===== src/rtl/ex_mem_pkg.sv =====
// Shared constants and types for the EX->MEM stage and its iterative multiplier.
package ex_mem_pkg;

  localparam int DATA_W_DEFAULT   = 64;
  localparam int MUL_BITS_DEFAULT = 4;

  typedef enum logic {
    MUL_IDLE = 1'b0,
    MUL_BUSY = 1'b1
  } mul_state_e;

  localparam logic [1:0] MEMTOREG_ALU = 2'd0;
  localparam logic [1:0] MEMTOREG_MEM = 2'd1;
  localparam logic [1:0] MEMTOREG_PC4 = 2'd2;

  localparam logic [4:0] XZR_IDX = 5'd31;

endpackage


===== src/rtl/ex_mul_iter.sv =====
// Iterative shift-add multiplier: retires BITS_PER_CYC multiplier bits per BUSY cycle.
// start/abort/hold in, busy/done/product out; done marks the edge that finishes the product.
module ex_mul_iter
  import ex_mem_pkg::*;
#(
  parameter int DATA_W       = DATA_W_DEFAULT,
  parameter int BITS_PER_CYC = MUL_BITS_DEFAULT
) (
  input  logic              clk,
  input  logic              reset,
  input  logic              start,
  input  logic              abort,
  input  logic              hold,
  input  logic [DATA_W-1:0] mcand_in,
  input  logic [DATA_W-1:0] mplier_in,
  output logic              busy,
  output logic              done,
  output logic [DATA_W-1:0] product,
  output logic              state_dbg
);

  localparam int MUL_CYCLES = DATA_W / BITS_PER_CYC;
  localparam int CNT_W      = (MUL_CYCLES > 1) ? $clog2(MUL_CYCLES) : 1;
  localparam logic [CNT_W-1:0] LAST_CNT = CNT_W'(MUL_CYCLES - 1);

  mul_state_e        state;
  logic [CNT_W-1:0]  cnt;
  logic [DATA_W-1:0] acc;
  logic [DATA_W-1:0] mcand;
  logic [DATA_W-1:0] mplier;
  logic [DATA_W-1:0] partial;
  logic [DATA_W-1:0] acc_next;

  always_comb begin
    partial = '0;
    for (int k = 0; k < BITS_PER_CYC; k++) begin
      if (mplier[k]) partial = partial + (mcand << k);
    end
  end

  assign acc_next  = acc + partial;
  assign product   = acc_next;
  assign busy      = (state == MUL_BUSY) || start;
  assign done      = (state == MUL_BUSY) && (cnt == LAST_CNT) && !abort && !hold;
  assign state_dbg = (state == MUL_BUSY);

  always_ff @(posedge clk) begin
    if (reset) begin
      state  <= MUL_IDLE;
      cnt    <= '0;
      acc    <= '0;
      mcand  <= '0;
      mplier <= '0;
    end else if (abort) begin
      state <= MUL_IDLE;
      cnt   <= '0;
    end else if (!hold) begin
      case (state)
        MUL_IDLE: begin
          if (start) begin
            acc    <= '0;
            mcand  <= mcand_in;
            mplier <= mplier_in;
            cnt    <= '0;
            state  <= MUL_BUSY;
          end
        end
        MUL_BUSY: begin
          acc    <= acc_next;
          mcand  <= mcand << BITS_PER_CYC;
          mplier <= mplier >> BITS_PER_CYC;
          cnt    <= cnt + 1'b1;
          if (cnt == LAST_CNT) state <= MUL_IDLE;
        end
        default: state <= MUL_IDLE;
      endcase
    end
  end

endmodule


===== src/rtl/ex_mem_stage.sv =====
// EX->MEM pipeline register, NZCV flag register and MUL sequencing.
// Optional forwarding outputs fwd_valid/fwd_rd/fwd_data exist when EX_MEM_FWD_EN is defined.
module ex_mem_stage
  import ex_mem_pkg::*;
#(
  parameter int DATA_W           = DATA_W_DEFAULT,
  parameter int MUL_BITS_PER_CYC = MUL_BITS_DEFAULT
) (
  input  logic              clk,
  input  logic              reset,
  input  logic              stall_i,
  input  logic              flush_i,
  input  logic              valid_ex,
  input  logic              is_mul_ex,
  input  logic [DATA_W-1:0] data_a_ex,
  input  logic [DATA_W-1:0] data_b_ex,
  input  logic [DATA_W-1:0] alu_result_ex,
  input  logic [3:0]        alu_nzcv_ex,
  input  logic [31:0]       instr_ex,
  input  logic              MemWrite_ex,
  input  logic              read_en_ex,
  input  logic              RegWrite_ex,
  input  logic              flag_en_ex,
  input  logic [1:0]        MemToReg_ex,
  output logic              valid_mem,
  output logic [DATA_W-1:0] result_mem,
  output logic [DATA_W-1:0] store_data_mem,
  output logic [4:0]        rd_mem,
  output logic              MemWrite_mem,
  output logic              read_en_mem,
  output logic              RegWrite_mem,
  output logic [1:0]        MemToReg_mem,
  output logic [3:0]        nzcv,
  output logic              mul_busy_o,
`ifdef EX_MEM_FWD_EN
  output logic              fwd_valid,
  output logic [4:0]        fwd_rd,
  output logic [DATA_W-1:0] fwd_data,
`endif
  output logic              mul_state_dbg
);

  logic              mul_start;
  logic              mul_done;
  logic [DATA_W-1:0] mul_product;
  logic              retire_q;
  logic              unused_instr_bits;

  logic              valid_nxt;
  logic [DATA_W-1:0] result_nxt;
  logic [DATA_W-1:0] store_nxt;
  logic [4:0]        rd_nxt;
  logic              memwrite_nxt;
  logic              read_en_nxt;
  logic              regwrite_nxt;
  logic [1:0]        memtoreg_nxt;
  logic [3:0]        nzcv_nxt;
  logic              retire_nxt;

  assign unused_instr_bits = ^instr_ex[31:5];

  // The MUL stays in EX for one cycle after its product is written (the upstream
  // stall releases on that edge), so retire_q keeps it from being started again.
  assign mul_start = valid_ex && is_mul_ex && !retire_q;

  ex_mul_iter #(
    .DATA_W       (DATA_W),
    .BITS_PER_CYC (MUL_BITS_PER_CYC)
  ) u_mul (
    .clk       (clk),
    .reset     (reset),
    .start     (mul_start),
    .abort     (flush_i),
    .hold      (stall_i),
    .mcand_in  (data_a_ex),
    .mplier_in (data_b_ex),
    .busy      (mul_busy_o),
    .done      (mul_done),
    .product   (mul_product),
    .state_dbg (mul_state_dbg)
  );

  always_comb begin
    valid_nxt    = 1'b0;
    result_nxt   = '0;
    store_nxt    = '0;
    rd_nxt       = '0;
    memwrite_nxt = 1'b0;
    read_en_nxt  = 1'b0;
    regwrite_nxt = 1'b0;
    memtoreg_nxt = MEMTOREG_ALU;
    nzcv_nxt     = nzcv;
    retire_nxt   = 1'b0;
    if (flush_i) begin
      retire_nxt = 1'b0;
    end else if (mul_done) begin
      valid_nxt    = 1'b1;
      result_nxt   = mul_product;
      store_nxt    = data_b_ex;
      rd_nxt       = instr_ex[4:0];
      memwrite_nxt = MemWrite_ex;
      read_en_nxt  = read_en_ex;
      regwrite_nxt = RegWrite_ex;
      memtoreg_nxt = MemToReg_ex;
      retire_nxt   = 1'b1;
    end else if (!(mul_busy_o || retire_q)) begin
      valid_nxt    = valid_ex;
      result_nxt   = alu_result_ex;
      store_nxt    = data_b_ex;
      rd_nxt       = instr_ex[4:0];
      memwrite_nxt = MemWrite_ex;
      read_en_nxt  = read_en_ex;
      regwrite_nxt = RegWrite_ex;
      memtoreg_nxt = MemToReg_ex;
      if (valid_ex && flag_en_ex) nzcv_nxt = alu_nzcv_ex;
    end
  end

  always_ff @(posedge clk) begin
    if (reset) begin
      valid_mem      <= 1'b0;
      result_mem     <= '0;
      store_data_mem <= '0;
      rd_mem         <= '0;
      MemWrite_mem   <= 1'b0;
      read_en_mem    <= 1'b0;
      RegWrite_mem   <= 1'b0;
      MemToReg_mem   <= MEMTOREG_ALU;
      nzcv           <= 4'b0000;
      retire_q       <= 1'b0;
    end else if (flush_i || !stall_i) begin
      valid_mem      <= valid_nxt;
      result_mem     <= result_nxt;
      store_data_mem <= store_nxt;
      rd_mem         <= rd_nxt;
      MemWrite_mem   <= memwrite_nxt;
      read_en_mem    <= read_en_nxt;
      RegWrite_mem   <= regwrite_nxt;
      MemToReg_mem   <= memtoreg_nxt;
      nzcv           <= nzcv_nxt;
      retire_q       <= retire_nxt;
    end
  end

`ifdef EX_MEM_FWD_EN
  assign fwd_valid = valid_mem && RegWrite_mem && (rd_mem != XZR_IDX);
  assign fwd_rd    = rd_mem;
  assign fwd_data  = result_mem;
`endif

endmodule


===== config.mk =====
export PLATFORM = sky130hd
export DESIGN_NAME = ex_mem_stage
export DESIGN_NICKNAME = d
export VERILOG_FILES = /design/src/rtl/ex_mem_pkg.sv /design/src/rtl/ex_mul_iter.sv /design/src/rtl/ex_mem_stage.sv
export SDC_FILE = /design/constraint.sdc
export NUM_CORES = 1
export LEC_CHECK = 0
export BUFFER_PORTS_ARGS = -buffer_cell sky130_fd_sc_hd__buf_2
export CAP_MARGIN = 20
export CORE_ASPECT_RATIO = 1.75
export CORE_MARGIN = 1
export CORE_UTILIZATION = 54
export CTS_BUF_LIST = sky130_fd_sc_hd__clkbuf_16
export DETAILED_ROUTE_END_ITERATION = 16
export HOLD_SLACK_MARGIN = 0.02
export PLACE_DENSITY = 0.78
export SLEW_MARGIN = 20
export SYNTH_ARGS = -nofsm -noshare
export SYNTH_HDL_FRONTEND = slang
export SYNTH_SLANG_ARGS = --single-unit

===== constraint.sdc =====
create_clock -name clk -period 11 [get_ports clk]
set_input_delay 2.2 -clock clk [delete_from_list [all_inputs] [get_ports clk]]
set_output_delay 2.2 -clock clk [all_outputs]
set_load 0.005 [all_outputs]

# --- Yosys cells after proc, flatten, opt, wreduce, memory -nomap -nowiden ---
# Cells that the tools add are included.
op_classes:
  reduce_logical: 16
  eq_ne: 2
  multipliers: 0
  bitwise: 5
  addsub: 5
  div_mod_pow: 0
  mux: 41
  shifts: 0
  magnitude_cmp: 0
op_table:
  columns: ["cell", "n"]
  rows:
  - ["64-bit 2-to-1 mux", 13]
  - ["64-bit one-hot mux with 2 select lines", 3]
  - ["64-bit adder", 4]
  - ["1-bit 2-to-1 mux", 16]
  - ["5-bit 2-to-1 mux", 3]
  - ["4-bit one-hot mux with 2 select lines", 1]
  - ["1-bit logical AND", 6]
  - ["2-bit 2-to-1 mux", 3]
  - ["1-bit inverter", 5]
  - ["5-bit AND reduction", 1]
  - ["4-bit by 1-bit adder with 4-bit output (second input constant)", 1]
  - ["4-bit == test (second input constant)", 1]
  - ["4-bit 2-to-1 mux", 1]
  - ["1-bit logical NOT", 3]
  - ["1-bit logical OR", 3]
  - ["3-bit AND reduction", 1]
  - ["2-bit by 1-bit inequality test with 1-bit output (second input constant)", 1]
  - ["1-bit one-hot mux with 2 select lines", 1]
  - ["2-bit AND reduction", 1]
  - ["2-bit OR reduction", 1]
word_totals:
  out_inout_bits: 145
  ramBits: 0
  mem_count: 0
  latchBits: 0
  rom_bits: 0
  wordCells: 84
  ff_bits: 341
  in_bits: 240

# --- Depth between registers and ports, before layout ---
# Gate-level depths: netlist of the first run.
depth:
  word_depth: 10
  ltp_mapped: 59
  ltp_nobuf: 53

# --- Hierarchy ---
# A second synthesis of the first run with hierarchy kept.
unflattened:
  hier_cells: 3928
  hier_area_um2: 30277.8
by_module_without_submodules:
  columns: ["module", "seq_area_each_um2", "area_per_inst_um2", "n_inst", "cells_each"]
  rows:
  - ["ex_mul_iter", 3943.8, 24587.3, 1, 3284]
  - ["ex_mem_stage", 2882.8, 5690.5, 1, 644]

# --- Worst setup path after synthesis of the first run ---
# Ideal clock, no wire load.
synth_timing:
  kind: "flip-flop to flip-flop"
  from: "reg u_mul.mplier[0]"
  to: "reg u_mul.acc[63]"
  required_time_ns: 10.883
  path_buffers: 6
  path_slack_ns: 0.019
  stages_incl_launch_ff: 57
  setup_time_ns: 0.117
  period_less_slack_ns: 10.981
  arrival_ns: 10.864
  cell_sequence: "dfxtp_1 buf_4 buf_4 buf_2 clkbuf_1 clkbuf_1 nand2_1 inv_1 ha_1 inv_1 fa_1 nand2b_1 a21oi_1 nor3_1 a2111oi_0 o21ai_1 o31ai_1 xor2_1 [... 21 more ...] a221o_1 a21o_1 a31oi_1 xnor2_1 mux2_2 ha_1 a21o_1 a21o_1 a21oi_1 o21bai_1 a21o_1 a221o_1 a31o_2 a21oi_1 xnor2_1 xnor2_1 xnor3_1 a22o_1"
synth_via:
  elab_chain_len: 9
synth_lines:
  columns: ["element", "line", "rtl"]
  rows:
  - ["start, declared", "ex_mul_iter.sv:30", "logic [DATA_W-1:0] mplier;"]
  - ["start signal, assigned", "ex_mul_iter.sv:63", "mplier <= mplier_in;"]
  - ["start signal, assigned", "ex_mul_iter.sv:71", "mplier <= mplier >> BITS_PER_CYC;"]
  - ["64-bit 2-to-1 mux (*)", "ex_mul_iter.sv:37", "if (mplier[k]) partial = partial + (mcand << k);"]
  - ["64-bit adder", "ex_mul_iter.sv:37", null]
  - ["64-bit 2-to-1 mux (*)", "ex_mul_iter.sv:37", null]
  - ["64-bit adder", "ex_mul_iter.sv:37", null]
  - ["64-bit 2-to-1 mux (*)", "ex_mul_iter.sv:37", null]
  - ["64-bit adder", "ex_mul_iter.sv:37", null]
  - ["64-bit 2-to-1 mux (*)", "ex_mul_iter.sv:37", null]
  - ["64-bit adder (*)", "ex_mul_iter.sv:41", "assign acc_next = acc + partial;"]
  - ["64-bit one-hot mux with 2 select lines (*)", "ex_mul_iter.sv:58", "case (state)"]
  - ["end signal, assigned", "ex_mul_iter.sv:69", "acc <= acc_next;"]
  - ["end, declared", "ex_mul_iter.sv:28", "logic [DATA_W-1:0] acc;"]
# Mark *: on every way between the ends. The rest lies on a longest branch, timed or not.
# A chain may end at the register's enable or synchronous reset.

# --- Final worst setup path of the first run ---
# Ends and elaborated chain as after synthesis.

==> results of run 1 <==
-- timing repair --
action | 4_1_cts | 5_1_grt
buffers inserted | 0 | 7
setup endpoints to repair | 2 | 21
resized for setup | 6 | 66
pin swaps | 0 | 16
-- sequential cells by signal (all words and copies together), names as in the netlist --
| signal | cells |
|---|---|
| read_en_mem | 1 |
| u_mul.mplier | 64 |
| valid_mem | 1 |
| retire_q | 1 |
| RegWrite_mem | 1 |
| MemToReg_mem | 2 |
| rd_mem | 5 |
| u_mul.acc | 64 |
| store_data_mem | 64 |
| u_mul.mcand | 64 |
| result_mem | 64 |
| nzcv | 4 |
| MemWrite_mem | 1 |
| u_mul.state_dbg | 1 |
| u_mul.cnt | 4 |
-- critical path, delay by kind of cell, from the launching register on --
kind / cells / cell delay, ns
compound gates: 29 / 6.16
fa+ha+maj: 5 / 1.54
xor+xnor: 5 / 0.90
mux: 2 / 0.59
simple gates: 4 / 0.53
buf+inv: 3 / 0.37
flops: 1 / 0.33
-- layout by cell type (no fill, tap or decap), types with 42 or more instances in the layout --
cell,count
a211oi_1,139
mux2i_1,134
xor2_1,93
buf_2,356
nor3_1,42
nor2_1,484
nand2_1,288
and2_1,48
inv_1,103
dfxtp_1,336
buf_4,139
mux2_2,66
a22oi_1,148
ha_1,241
o21bai_1,46
a21o_1,159
a21oi_1,352
nand3_1,64
o21ai_0,193
xnor2_1,136
-- kinds of logic (layout without fill, tap and decap cells) --
group,count (synthesis),count (layout)
AO/OA/AOI/OAI,1315,1315
AND/OR/NAND/NOR,1111,1111
multiplexers,202,202
XOR/XNOR,231,231
buffers and inverters,343,661
adder cells (fa/ha/maj),247,247
other,0,3
flip-flops,341,341
-- metrics by stage --
| step | util (%) | std cells |
|---|---|---|
| floorplan | - | 3790 |
| global route | 62.6 | 4794 |
| global placement | 59.8 | 4723 |
| detailed placement | 59.8 | 4723 |
| finish | 62.6 | 4795 |
| CTS | 61.9 | 4784 |
-- final cells by class --
type                            instances  share of cell area, %
Antenna cell                            3                 0.0225
Clock buffer                           34                   2.55
Clock inverter                         27                  0.762
Inverter                              101                   1.14
Multi-Input combinational cell       3106                   63.7
Sequential cell                       341                   20.5
Tap cell                              684                   2.57
Timing Repair Buffer                  499                   8.70
-- where the power goes --
group	switching, mW	total [mW]	internal [mW]
clock network	0.554	1.20	0.648
logic	0.291	0.487	0.195
registers	0.0430	1.31	1.27
-- layer usage --
metal  up-vias  wire, microns  global-route usage, %
met5         -             14                      0
met4         2           5300                   18.1
met3       259           5660                   4.90
met2      1062          45600                   58.8
met1     14000          36400                   37.3
li1      14500              -                      -
-- synth_stat cells, types with 46 or more instances --
master	number	area (sq um)
a211oi_1	142	1070
a21o_1	159	1190
a21oi_1	366	1830
a22oi_1	148	1110
and2_1	49	307
clkbuf_1	206	773
dfxtp_1	341	6830
ha_1	242	3030
inv_1	99	372
mux2_2	66	743
mux2i_1	135	1350
nand2_1	289	1080
nand3_1	65	325
nor2_1	489	1840
nor3_1	46	230
o21ai_0	201	1010
o21bai_1	46	345
xnor2_1	136	1190
xor2_1	94	823
-- worst max path at each step --
stage | start | depth (start not counted) | to
floorplan | u_mul.mplier[0] | 56 | u_mul.acc[63]
global placement | u_mul.mplier[0] | 49 | u_mul.acc[63]
detailed placement | u_mul.mplier[0] | 48 | u_mul.acc[63]
CTS | u_mul.mplier[0] | 48 | u_mul.acc[63]
global route | u_mul.mplier[0] | 49 | u_mul.acc[63]
finish | u_mul.mplier[0] | 48 | u_mul.acc[63]
==> results_dict.tcl, run 1 <==
set metrics [dict create \
    outcome "complete, no violations" \
    regArea_sq_um 6840 \
    power_mw 3.00 \
    cellPowerDensity_nw_per_um2 90.1 \
    syn-num-nets 4276 \
    timing.final.ws_setup_ns 0.431 \
    synth-compound-area-share_pct 30.1 \
    yosys-mux-area-fraction_pct 7.26 \
    synth_edf_count 0 \
    ys_seq_elements 341 \
    drc 0 \
    worstMarginPinSlew_ns 1.02 \
    synth-adder-area-share_pct 10.7 \
    clock_latency_ns 0.58 \
    worstPathArrival_ns 11.03 \
    hold_start "result_mem[46]" \
    p_leak_nw 15.2 \
    dieHeight_microns 309 \
    holdPathStages 2 \
    synth_xor_xnor_area_share_pct 7.01 \
    yosysUniqueCellTypes 87 \
    portBuffers 357 \
    grt_pass1_vias 28800 \
    synth_area_sq_um 29100 \
    whs_ns 0.456 \
    syn2layout_area_growth_pct 14.7 \
    timing.fmax_mhz 94.6 \
    cts_hold_buf 0 \
    grt_overflow 0 \
    core_area_sq_um 53300 \
    synthArstFlopShare_pct 0 \
    cts.sinks 341 \
    synthCells 3790 \
    cts_tree "built" \
    min_to "result_mem[46]" \
    dpl.hpwl_microns 70600 \
    reg2regPathDepth 48 \
    hold_viol 0 \
    avgViaCountPerCell 6.21 \
    drive_gt1_share_pct 17.1 \
    antenna_found_initial 4 \
    wl_per_cell_microns 19.4 \
    fin_setup_tns_ns 0 \
    dp_worst_setup_slack_ns 0.00699 \
    crit_required_ns 11.46 \
    cp_common_cell "a21o_1" \
    clockRootBuffer "clkbuf_16" \
    die_x_microns 177 \
    dieArea_sq_um 54800 \
    synth_top_family_by_area "compound AO/OA/AOI/OAI gates" \
    fp-row-count 112 \
    cp_max_fo 21 \
    stdcell_area_sq_um 33300 \
    multiInputGateArea_sq_um 21200 \
    placed_area_sq_um 31800 \
    cts_buffer_depth 3 \
    cp-start-kind "flip-flop" \
    final.period_utilization_pct 96.1 \
    via_count 29800 \
    cp_slowest_cell "a2111oi_2" \
    drtIter0Drc 2244 \
    seq_area_frac_synth_pct 23.5 \
    rrSetupSlack_ns 0.43 \
    track_usage_pct 33.0 \
    critPathCaptureType "flip-flop" \
    yosysWarnings 0 \
    synth-main-ff-cell "dfxtp_1" \
    routed_wl_microns 93000 \
    num-fill-cells 4892 \
    r2r_start "u_mul.mplier[0]" \
    maxCapViolations 0 \
    rr_endpoint "u_mul.acc[63]" \
    hold_path_class "reg2reg" \
    start_util_pct 54.6 \
    maxSlewViolCount 0 \
    min_period_ns 10.57 \
    crit_type "reg2reg" \
    grt_pass1_wl_microns 146000 \
    nets 4569 \
    synthSimpleGateAreaFrac_pct 16.9 \
    cts_buffers 34 \
    gp_congestion 0.992 \
    synth.avg_cell_area_sq_um 7.67 \
    postRouteAntennaNets 0 \
    finClkSkew_ns 0.0298 \
    ios 385 \
    max-slew-margin-rel_pct 31.7 \
    clk_pin_slew_ns 0.07 \
    grt_max_degree 108 \
    max_stage_delay_ns 0.38 \
    vdd_drop_max_mv 0.148 \
    dr.pass1.iters 6 \
    ctsHtreeMaxLevel 2 \
    setup_viol 0 \
]
No activity file was read; power rests on OpenSTA's default activity.
==> inputs of run 2 (changes only) <==
Settings changed: SYNTH_HIERARCHICAL set to 1.
==> results_dict.tcl, run 2 <==
set metrics [dict create \
    antenna_found_initial 10 \
    cp_max_fo 5 \
    cts.sinks 341 \
    seq_area_frac_synth_pct 22.5 \
    whs_ns 0.473 \
    cts_buffer_depth 3 \
    timing.fmax_mhz 96.2 \
    routed_wl_microns 102000 \
    dp_worst_setup_slack_ns 0.0792 \
    worstMarginPinSlew_ns 1.09 \
    min_period_ns 10.39 \
    reg2regPathDepth 52 \
    synth_top_area_share_pct 22.5 \
    min_to "u_mul/mplier[61]" \
    place_inst 4989 \
    synthCells 3928 \
    final_util_pct 64.4 \
    drc 0 \
    synth-main-ff-cell "dfxtp_1" \
    rr_endpoint "result_mem[62]" \
    gp_congestion 1.01 \
    synth_area_sq_um 30300 \
    netlist_top_cells_count "419 x nor2_1, 364 x nand2_1, 341 x dfxtp_1, 300 x a21oi_1, 242 x ha_1" \
    final_common_cell "nor2_1" \
    grt_pass1_vias 30300 \
    ios 385 \
    ys_seq_elements 341 \
    synthTopCellsByArea "dfxtp_1 23%, ha_1 10%, nor2_1 5.2%, a21oi_1 5.0%, mux2i_1 4.9%" \
    post_layout_nonfiller_instances 5065 \
    drtIter0Drc 2402 \
    hold_start "u_mul/mplier[61]" \
    grt_pass1_wl_microns 159000 \
    postRouteAntennaNets 0 \
    rrSetupSlack_ns 0.61 \
    maxSlewViolCount 0 \
    worstSetupPathDepth 52 \
    vdd_drop_max_mv 0.123 \
    dieHeight_microns 315 \
    avgViaCountPerCell 6.25 \
    power_mw 3.04 \
    crit_type "reg2reg" \
    maxCapViolations 0 \
    synth.avg_cell_area_sq_um 7.71 \
    finClkSkew_ns 0.0321 \
    cp_top_family "compound AO/OA/AOI/OAI gates" \
    die_x_microns 181 \
    p_leak_nw 16.4 \
    grt_overflow 0 \
    cts_buffers 36 \
    drive_gt1_share_pct 20.1 \
    outcome "complete, no violations" \
    syn2layout_area_growth_pct 17.7 \
    wl_per_cell_microns 20.1 \
    nets 4823 \
    cellPowerDensity_nw_per_um2 85.4 \
    clock_latency_ns 0.57 \
    dieArea_sq_um 57100 \
    max-slew-margin-rel_pct 26.6 \
    crit_required_ns 11.51 \
    dr.pass1.iters 7 \
    cp-start-kind "flip-flop" \
    stdcell_area_sq_um 35600 \
    clk_pin_slew_ns 0.07 \
    synth_top_area_cell "dfxtp_1" \
    start_util_pct 54.7 \
    worstPathArrival_ns 10.90 \
    clockRootBuffer "clkbuf_16" \
    hold_viol 0 \
    ctsHtreeMaxLevel 2 \
    portBuffers 357 \
    placed_area_sq_um 34100 \
    yosysWarnings 6 \
    setup_viol 0 \
    holdPathStages 2 \
    track_usage_pct 34.4 \
    synthArstFlopShare_pct 0 \
    synth_edf_count 0 \
    cts_hold_buf 0 \
    max_stage_delay_ns 0.41 \
    hold_path_class "reg2reg" \
    via_count 31600 \
    timing.final.ws_setup_ns 0.610 \
    cp_slowest_cell "maj3_1" \
    fp-row-count 114 \
    final.period_utilization_pct 94.5 \
    cts_tree "built" \
    synthMostInstantiatedCell "nor2_1" \
    path_buf_inv 3 \
    yosysUniqueCellTypes 90 \
    dpl.hpwl_microns 78200 \
    r2r_start "u_mul/mplier[0]" \
    syn-num-nets 4414 \
    grt_max_degree 170 \
    rsz0062_at_grt "no" \
    core_area_sq_um 55300 \
    critPathCaptureType "flip-flop" \
    layout_common_cells "412 x nor2_1, 363 x nand2_1, 355 x buf_2, 335 x dfxtp_1, 293 x a21oi_1" \
    fin_setup_tns_ns 0 \
]
==> run 2: cell types whose count changed after synthesis, moves of 22 or more <==
| cell | before | now |
|---|---|---|
| a22o_1 | 25 | 93 |
| nand2_1 | 289 | 364 |
| a22oi_1 | 148 | 55 |
| nor2_1 | 489 | 419 |
| a32oi_1 | 6 | 78 |
| clkbuf_1 | 206 | 230 |
| a21oi_1 | 366 | 300 |
| nand4_1 | 40 | 62 |
==> run 2: how the worst max path moves through the flow <==
stage	slack (ns)	endpoint	startpoint
finish	0.61	result_mem[62]	u_mul/mplier[0]
global route	0.01	result_mem[60]	u_mul/mplier[0]
CTS	0.04	result_mem[63]	u_mul/mplier[0]
detailed placement	0.08	result_mem[63]	u_mul/mplier[0]
global placement	0.22	result_mem[63]	u_mul/mplier[0]
floorplan	0.006	result_mem[63]	u_mul/mplier[0]
==> run 2: timing repair <==
item                       in CTS  in global routing
pin swaps                       0                 18
gates resized for setup         3                 63
buffers inserted                0                  5
setup endpoints to repair       1                 17
==> run 2: per-layer routing <==
metal / up-vias / GRT usage (%) / part of all wire, %
met5: - / 0 / 0.077
met4: 12 / 19.8 / 6.1
li1: 15300 / - / -
met2: 1266 / 60.1 / 48
met1: 14800 / 39.5 / 39
met3: 297 / 5.81 / 7.0
==> run 2: kinds of logic (layout without fill, tap and decap cells) <==
group	after synthesis	in the layout	share of synthesized area (%)
muxes	229	229	7.91
xor gates and xnor gates	231	231	6.73
AOI/OAI and AO/OA	1333	1333	30.0
DFF	341	341	22.5
adders and majority gates	247	247	10.3
buffers and inverters	391	826	5.10
and+or+nand+nor	1156	1156	17.4
other	0	6	0
==> run 2: layout make-up <==
| type | count | area [sq um] |
|---|---|---|
| sequential | 341 | 6840 |
| multi-input combinational | 3196 | 22300 |
| antenna | 6 | 15.0 |
| tap | 696 | 871 |
| clock buffer | 37 | 926 |
| timing repair buffer | 649 | 4040 |
| inverter | 113 | 424 |
| fill | 4834 | 19700 |
| clock inverter | 27 | 270 |
==> run 2: where the power goes <==
part / leakage, nW / total (mW) / switching [mW] / internal [mW]
Combinational: 13.1 / 0.477 / 0.282 / 0.194
Clock: 0.580 / 1.26 / 0.562 / 0.695
Sequential: 2.77 / 1.31 / 0.0418 / 1.27
Total: 16.4 / 3.04 / 0.887 / 2.16
==> run 2: worst min-delay path, cell delays in order (launching register included) <==
cell,delay [ns]
dfxtp_1,0.33
nand2_1,0.06
a21oi_1,0.05
